==> src/rtl/cpu_pkg.sv <==
// Shared CPU datapath constants and the write-back buffer entry type.
package cpu_pkg;

  localparam int DATA_W = 16;
  localparam int REG_AW = 3;

  typedef struct packed {
    logic [REG_AW-1:0] dest;
    logic [DATA_W-1:0] data;
  } wb_entry_t;

endpackage

==> src/rtl/wb_fifo.sv <==
// Circular buffer of pending write-back entries; exposes per-slot dest/valid for
// hazard compare and the entry that will sit at the head after this edge.
module wb_fifo
  import cpu_pkg::*;
#(
  parameter  int DEPTH = 2,
  localparam int PTR_W = $clog2(DEPTH),
  localparam int CNT_W = PTR_W + 1
) (
  input  logic                         clk,
  input  logic                         rst_n,
  input  logic                         push,
  input  wb_entry_t                    push_entry,
  input  logic                         pop,
  output wb_entry_t                    head_next,
  output logic [CNT_W-1:0]             count,
  output logic [CNT_W-1:0]             count_next,
  output logic                         empty,
  output logic [DEPTH-1:0]             entry_valid,
  output logic [DEPTH-1:0][REG_AW-1:0] entry_dest
);

  wb_entry_t        mem [DEPTH];
  logic [PTR_W-1:0] wr_ptr;
  logic [PTR_W-1:0] rd_ptr;
  logic [PTR_W-1:0] rd_ptr_nxt;
  logic [CNT_W-1:0] remaining;
  logic             full;
  logic             do_push;
  logic             do_pop;

  assign full    = (count == CNT_W'(DEPTH));
  assign empty   = (count == '0);
  assign do_push = push && !full;
  assign do_pop  = pop && !empty;

  assign count_next = count + CNT_W'(do_push) - CNT_W'(do_pop);
  assign rd_ptr_nxt = rd_ptr + PTR_W'(do_pop);
  assign remaining  = count - CNT_W'(do_pop);

  // When nothing survives the pop, the new head is the entry arriving this cycle.
  assign head_next = (remaining == '0) ? push_entry : mem[rd_ptr_nxt];

  always_comb begin
    for (int i = 0; i < DEPTH; i++) begin
      entry_dest[i]  = mem[i].dest;
      entry_valid[i] = ({1'b0, PTR_W'(PTR_W'(i) - rd_ptr)} < count);
    end
  end

  // NOTE: storage is not reset; every read of it is qualified by count/valid.
  always_ff @(posedge clk) begin
    if (do_push) mem[wr_ptr] <= push_entry;
  end

  // NOTE: sequential state uses non-blocking assignments so all registers update together.
  always_ff @(posedge clk or negedge rst_n) begin
    if (!rst_n) begin
      wr_ptr <= '0;
      rd_ptr <= '0;
      count  <= '0;
    end else begin
      if (do_push) wr_ptr <= wr_ptr + PTR_W'(1);
      rd_ptr <= rd_ptr_nxt;
      count  <= count_next;
    end
  end

endmodule

==> src/rtl/result_writeback.sv <==
// Write-back stage: buffers ALU results and commits them to the register bank
// in arrival order, flagging read-after-write hazards to operand fetch.
module result_writeback
  import cpu_pkg::*;
#(
  parameter  int DEPTH = 2,
  localparam int CNT_W = $clog2(DEPTH) + 1
) (
  input  logic              clk,
  input  logic              rst_n,
  input  logic              res_valid,
  output logic              res_ready,
  input  logic [DATA_W-1:0] res_data,
  input  logic [REG_AW-1:0] res_dest,
  output logic              rf_wr_en,
  output logic [REG_AW-1:0] rf_wr_addr,
  output logic [DATA_W-1:0] rf_wr_data,
  input  logic              rf_wr_ack,
  input  logic [REG_AW-1:0] rd_addr_a,
  input  logic [REG_AW-1:0] rd_addr_b,
  output logic              hazard,
  output logic [CNT_W-1:0]  pending
);

  typedef enum logic {
    ST_IDLE,
    ST_WRITE
  } state_t;

  state_t                       state;
  wb_entry_t                    push_entry;
  wb_entry_t                    head_next;
  logic [CNT_W-1:0]             count;
  logic [CNT_W-1:0]             count_next;
  logic                         empty;
  logic [DEPTH-1:0]             entry_valid;
  logic [DEPTH-1:0][REG_AW-1:0] entry_dest;
  logic                         push;
  logic                         pop;

  assign push_entry = '{dest: res_dest, data: res_data};
  assign push       = res_valid && res_ready;
  assign pop        = (state == ST_WRITE) && rf_wr_ack && !empty;
  assign pending    = count;

  wb_fifo #(.DEPTH(DEPTH)) u_fifo (
    .clk        (clk),
    .rst_n      (rst_n),
    .push       (push),
    .push_entry (push_entry),
    .pop        (pop),
    .head_next  (head_next),
    .count      (count),
    .count_next (count_next),
    .empty      (empty),
    .entry_valid(entry_valid),
    .entry_dest (entry_dest)
  );

  // NOTE: give every always_comb output a default first so no latch is inferred.
  always_comb begin
    hazard = 1'b0;
    for (int i = 0; i < DEPTH; i++) begin
      if (entry_valid[i] && (entry_dest[i] == rd_addr_a || entry_dest[i] == rd_addr_b))
        hazard = 1'b1;
    end
  end

  // The write port always presents the FIFO head; it advances only on ack.
  always_ff @(posedge clk or negedge rst_n) begin
    if (!rst_n) begin
      state      <= ST_IDLE;
      res_ready  <= 1'b0;
      rf_wr_en   <= 1'b0;
      rf_wr_addr <= '0;
      rf_wr_data <= '0;
    end else begin
      res_ready <= (count_next < CNT_W'(DEPTH));
      case (state)
        ST_IDLE: begin
          if (count_next != '0) begin
            state      <= ST_WRITE;
            rf_wr_en   <= 1'b1;
            rf_wr_addr <= head_next.dest;
            rf_wr_data <= head_next.data;
          end
        end
        ST_WRITE: begin
          if (pop) begin
            if (count_next != '0) begin
              rf_wr_addr <= head_next.dest;
              rf_wr_data <= head_next.data;
            end else begin
              state    <= ST_IDLE;
              rf_wr_en <= 1'b0;
            end
          end
        end
        default: begin
          state    <= ST_IDLE;
          rf_wr_en <= 1'b0;
        end
      endcase
    end
  end

endmodule

==> config.mk <==
export PLATFORM = sky130hd
export DESIGN_NAME = result_writeback
export DESIGN_NICKNAME = d
export VERILOG_FILES = /design/src/rtl/cpu_pkg.sv /design/src/rtl/wb_fifo.sv /design/src/rtl/result_writeback.sv
export SDC_FILE = /design/constraint.sdc
export NUM_CORES = 1
export LEC_CHECK = 0
export CAP_MARGIN = 30
export CORE_UTILIZATION = 30
export CTS_CLUSTER_SIZE = 10
export DETAILED_ROUTE_END_ITERATION = 7
export PLACE_DENSITY = 0.63
export SYNTH_ARGS = -nofsm -noshare
export SYNTH_HDL_FRONTEND = slang
export SYNTH_SLANG_ARGS = --single-unit
export TNS_END_PERCENT = 50
==> constraint.sdc <==
create_clock -name clk -period 2.85 [get_ports clk]
set_clock_uncertainty 0.1 [all_clocks]
set_input_delay 0.57 -clock clk [delete_from_list [all_inputs] [get_ports clk]]
set_output_delay 0.57 -clock clk [all_outputs]
set_load 0.005 [all_outputs]
==> summary.md <==
| Metric | Value |
|---|---|
| Least-Margin Pin Slew | between 0.4 and 0.5 ns |
| Syn nets | roughly 230 |
| Crit path required time | between 2 and 2.5 ns |
| Final setup violation count | 0 |
| Syn Area/Cell | 13.6 µm² |
| Final-report hold violation count | 0 |
| Hpwl dp | between 3000 and 4000 µm |
| P_leak | about 0.0015 µW |
| Non-filler instance count after layout | approximately 380 |
| Finished Cell Area | roughly 3700 µm² |
| Largest net degree at the start of global routing | 39 |
| Global-route wire length before repair | ~9600 µm |
| Final period util | 92.0% |
| IO Count | 53 |
| FF+latch area | 1790 µm² |
| Wirelength per Cell | 16.1 µm |
| Die Area | about 9600 µm² |
| Die H | 98.0 µm |
| Pwr/cell area | about 1200 nW/µm² |
| Synth area leaders | edfxtp_1 41%, dfrtp_1 24%, o22ai_1 8.6% |
| Iteration-0 DRC Markers | 73 |
| Total track usage | approximately an eighth |
| Worst-skew pair later-pin latency | around 0.34 ns |
| Yosys top cell area share | between 40% and 50% |
| TNS Setup | 0 ns |
| Post-synth cell types | 27 |
| Crit Path Max Fanout | 3 |
| Sink Count | 64 |
| DIE WIDTH | between 90 and 100 µm |
| Wirelength, routed | 6160 µm |
| Cts bufs inserted | 9 |
| Initial antenna violation count | 0 |
| DP Cell Count | about 370 |
| Dominant synthesized flop cell | edfxtp_1 |
| DRC Markers | 3 |
| CP Launch Type | input port |
| Worst-path clk slew | approximately 0.070 ns |
| # hold bufs at CTS | 0 |
| I/O Buffers | 52 |
| Routed Antenna Nets | 0 |
| Gate power share | ~46% |
| RSZ-0062 raised after global routing | no |
| Asr flop ratio synth | around two fifths |
| Most frequent cells in the layout | 51 x clkdlybuf4s50_1, 38 x o22ai_1, 38 x edfxtp_1 |
| Reg power frac | 33.7% |
| H-tree depth | 3 |
| Tot Pwr | approximately 4500 µW |
| Max-Slew Margin vs Limit | about 72% |
| Vias in the first global route | ~1.9k |
| Slew Viols, Final | 0 |
| CTS root buf | clkbuf_8 |
| Status | complete, but fails checks |
| Hold Path Class | flop to flop |
| Area of the multi-input gates | 867 µm² |
| Diode count | 0 |
| Peak VDD IR | ~0.39 mV |
| Power share of the clock group | 20.5% |
| Remaining global-route overflow | 0 |
| Clock Tree Buf Depth | 2 |
| Switching share of power | between 30% and 40% |
| Drt via density | 5.14 |
| Max-cap violations | 0 |
| CTS tree | yes |
| Critical path endpoint category | primary output |
| Core area | between 8000 and 9000 µm² |
| NumNets Final | ~300 |
| Highest clock rate | 0.381 GHz |
| Number of synthesized flops with an enable pin | 38 |
| Seq/Total Area, Yosys | 64.8% |
| Routability cong. | a little under 0.8 |
| Via count | slightly below 2k |
| CP Data Arrival Time | ~2.0 ns |
| Yosys warns | 0 |
| Most common cell after layout, fill and taps aside | clkdlybuf4s50_1 |
| DRT Pass-1 Iters | 6 |
| Post-cts resize count | 2 |
| Internal power | about 2900 µW |
| Share of layout cells above drive strength 1 | between 10% and 20% |
| Placed instance area | roughly 3500 µm² |
| Area growth syn-to-layout | 35.1% |
| Post-route setup slack | between 0.2 and 0.25 ns |
| Synthesis-stage register bit count | 64 |
| Mapped Area | about 2800 µm² |
| Area leader, netlist | edfxtp_1 |
| # rows | 34 |
| Syn Inst Count | roughly 200 |
| Critical path class | input port to primary output |
| Place WS | -0.0982 ns |
| Fillcell total | between 800 and 900 |
| Initial Util | a little under a third |
| Tmin final | between 2 and 3 ns |
| Post-CTS setup buffers | 0 |
| Failing checks | design-rule violations |
| Net switching power | about 1500 µW |
-- synth_stat cells, types with 4 or more instances --
library cell and n:
buf_2 5, nand2_1 4, nor2_1 4, a211oi_1 19, edfxtp_1 38, o22ai_1 38
o21ai_0 4, a21o_1 19, dfrtp_1 26, inv_1 7, buf_6 4, xnor2_1 10
-- power groups by stage --
stage / combinational (µW) / sequential [µW] / clock [µW]
2_1_floorplan: 1250 / 1500 / 0
3_3_place_gp: 2040 / 1510 / 0
3_5_place_dp: 2070 / 1520 / 0
4_1_cts: 2080 / 1500 / 939
5_1_grt: 2230 / 1540 / 972
6_report: 2040 / 1500 / 914
-- per-stage QoR --
| step | hold WS, ns | util [%] |
|---|---|---|
| 2_1_floorplan | 0.174 | - |
| 3_3_place_gp | 0.359 | 39.8 |
| 3_5_place_dp | 0.366 | 39.8 |
| 4_1_cts | 0.383 | 42.5 |
| 5_1_grt | 0.397 | 42.5 |
| 6_report | 0.375 | 42.5 |
-- flip-flops by register name, indices dropped and copies added (netlist names) --
| register | count |
|---|---|
| u_fifo.mem | 38 |
| rf_wr_data | 16 |
| rf_wr_addr | 3 |
| u_fifo.count | 2 |
| res_ready | 1 |
| rf_wr_en | 1 |
| state | 1 |
| u_fifo.rd_ptr | 1 |
| u_fifo.wr_ptr | 1 |
-- area by class of cell --
cell class / count / share of cell area, %
clock buffer: 9 / 3.31
clock inverter: 7 / 2.95
inverter: 7 / 0.703
multi-input combinational: 119 / 23.2
sequential: 64 / 47.9
tap: 108 / 3.61
timing repair buffer: 69 / 18.3
-- worst paths after layout --
kind                                               to                 startpoint  cells past startpoint  slack [ns]
setup / recovery                               hazard               rd_addr_a[1]                      6        0.23
hold / removal              rf_wr_data[9]$_DFFE_PN0P_  rf_wr_data[9]$_DFFE_PN0P_                      1        0.38
setup reg to reg           rf_wr_data[15]$_DFFE_PN0P_  u_fifo.count[1]$_DFF_PN0_                     10        0.33
hold reg to reg             rf_wr_data[9]$_DFFE_PN0P_  rf_wr_data[9]$_DFFE_PN0P_                      1        0.38
max in group asynchronous   rf_wr_data[1]$_DFFE_PN0P_                      rst_n                      2        1.87
min in group asynchronous   rf_wr_data[9]$_DFFE_PN0P_                      rst_n                      2        0.50
-- logic make-up after synthesis --
family	count (synthesis)	share of synthesized area, %
AOI/OAI and AO/OA	88	22.6
xor gates and xnor gates	14	4.70
adders and majority gates	2	0.904
buffers and inverters	20	4.30
DFF	64	64.8
muxes	1	0.362
and+or+nand+nor	14	2.40
-- worst max-delay path, stage by stage --
cell and delay, ns:
clkdlybuf4s50_1 0.45, xor2_1 0.17, o31ai_2 0.29, mux2i_1 0.10
o21ai_0 0.13, dlygate4sd2_1 0.24
-- per-layer routing --
layer	global-route usage, %	vias to the layer above	routed length (µm)
li1	-	935	-
met1	17.4	986	2930
met2	20.3	37	2870
met3	3.94	9	256
met4	6.64	0	106
met5	0	-	0
No activity file was read; power rests on OpenSTA's default activity.
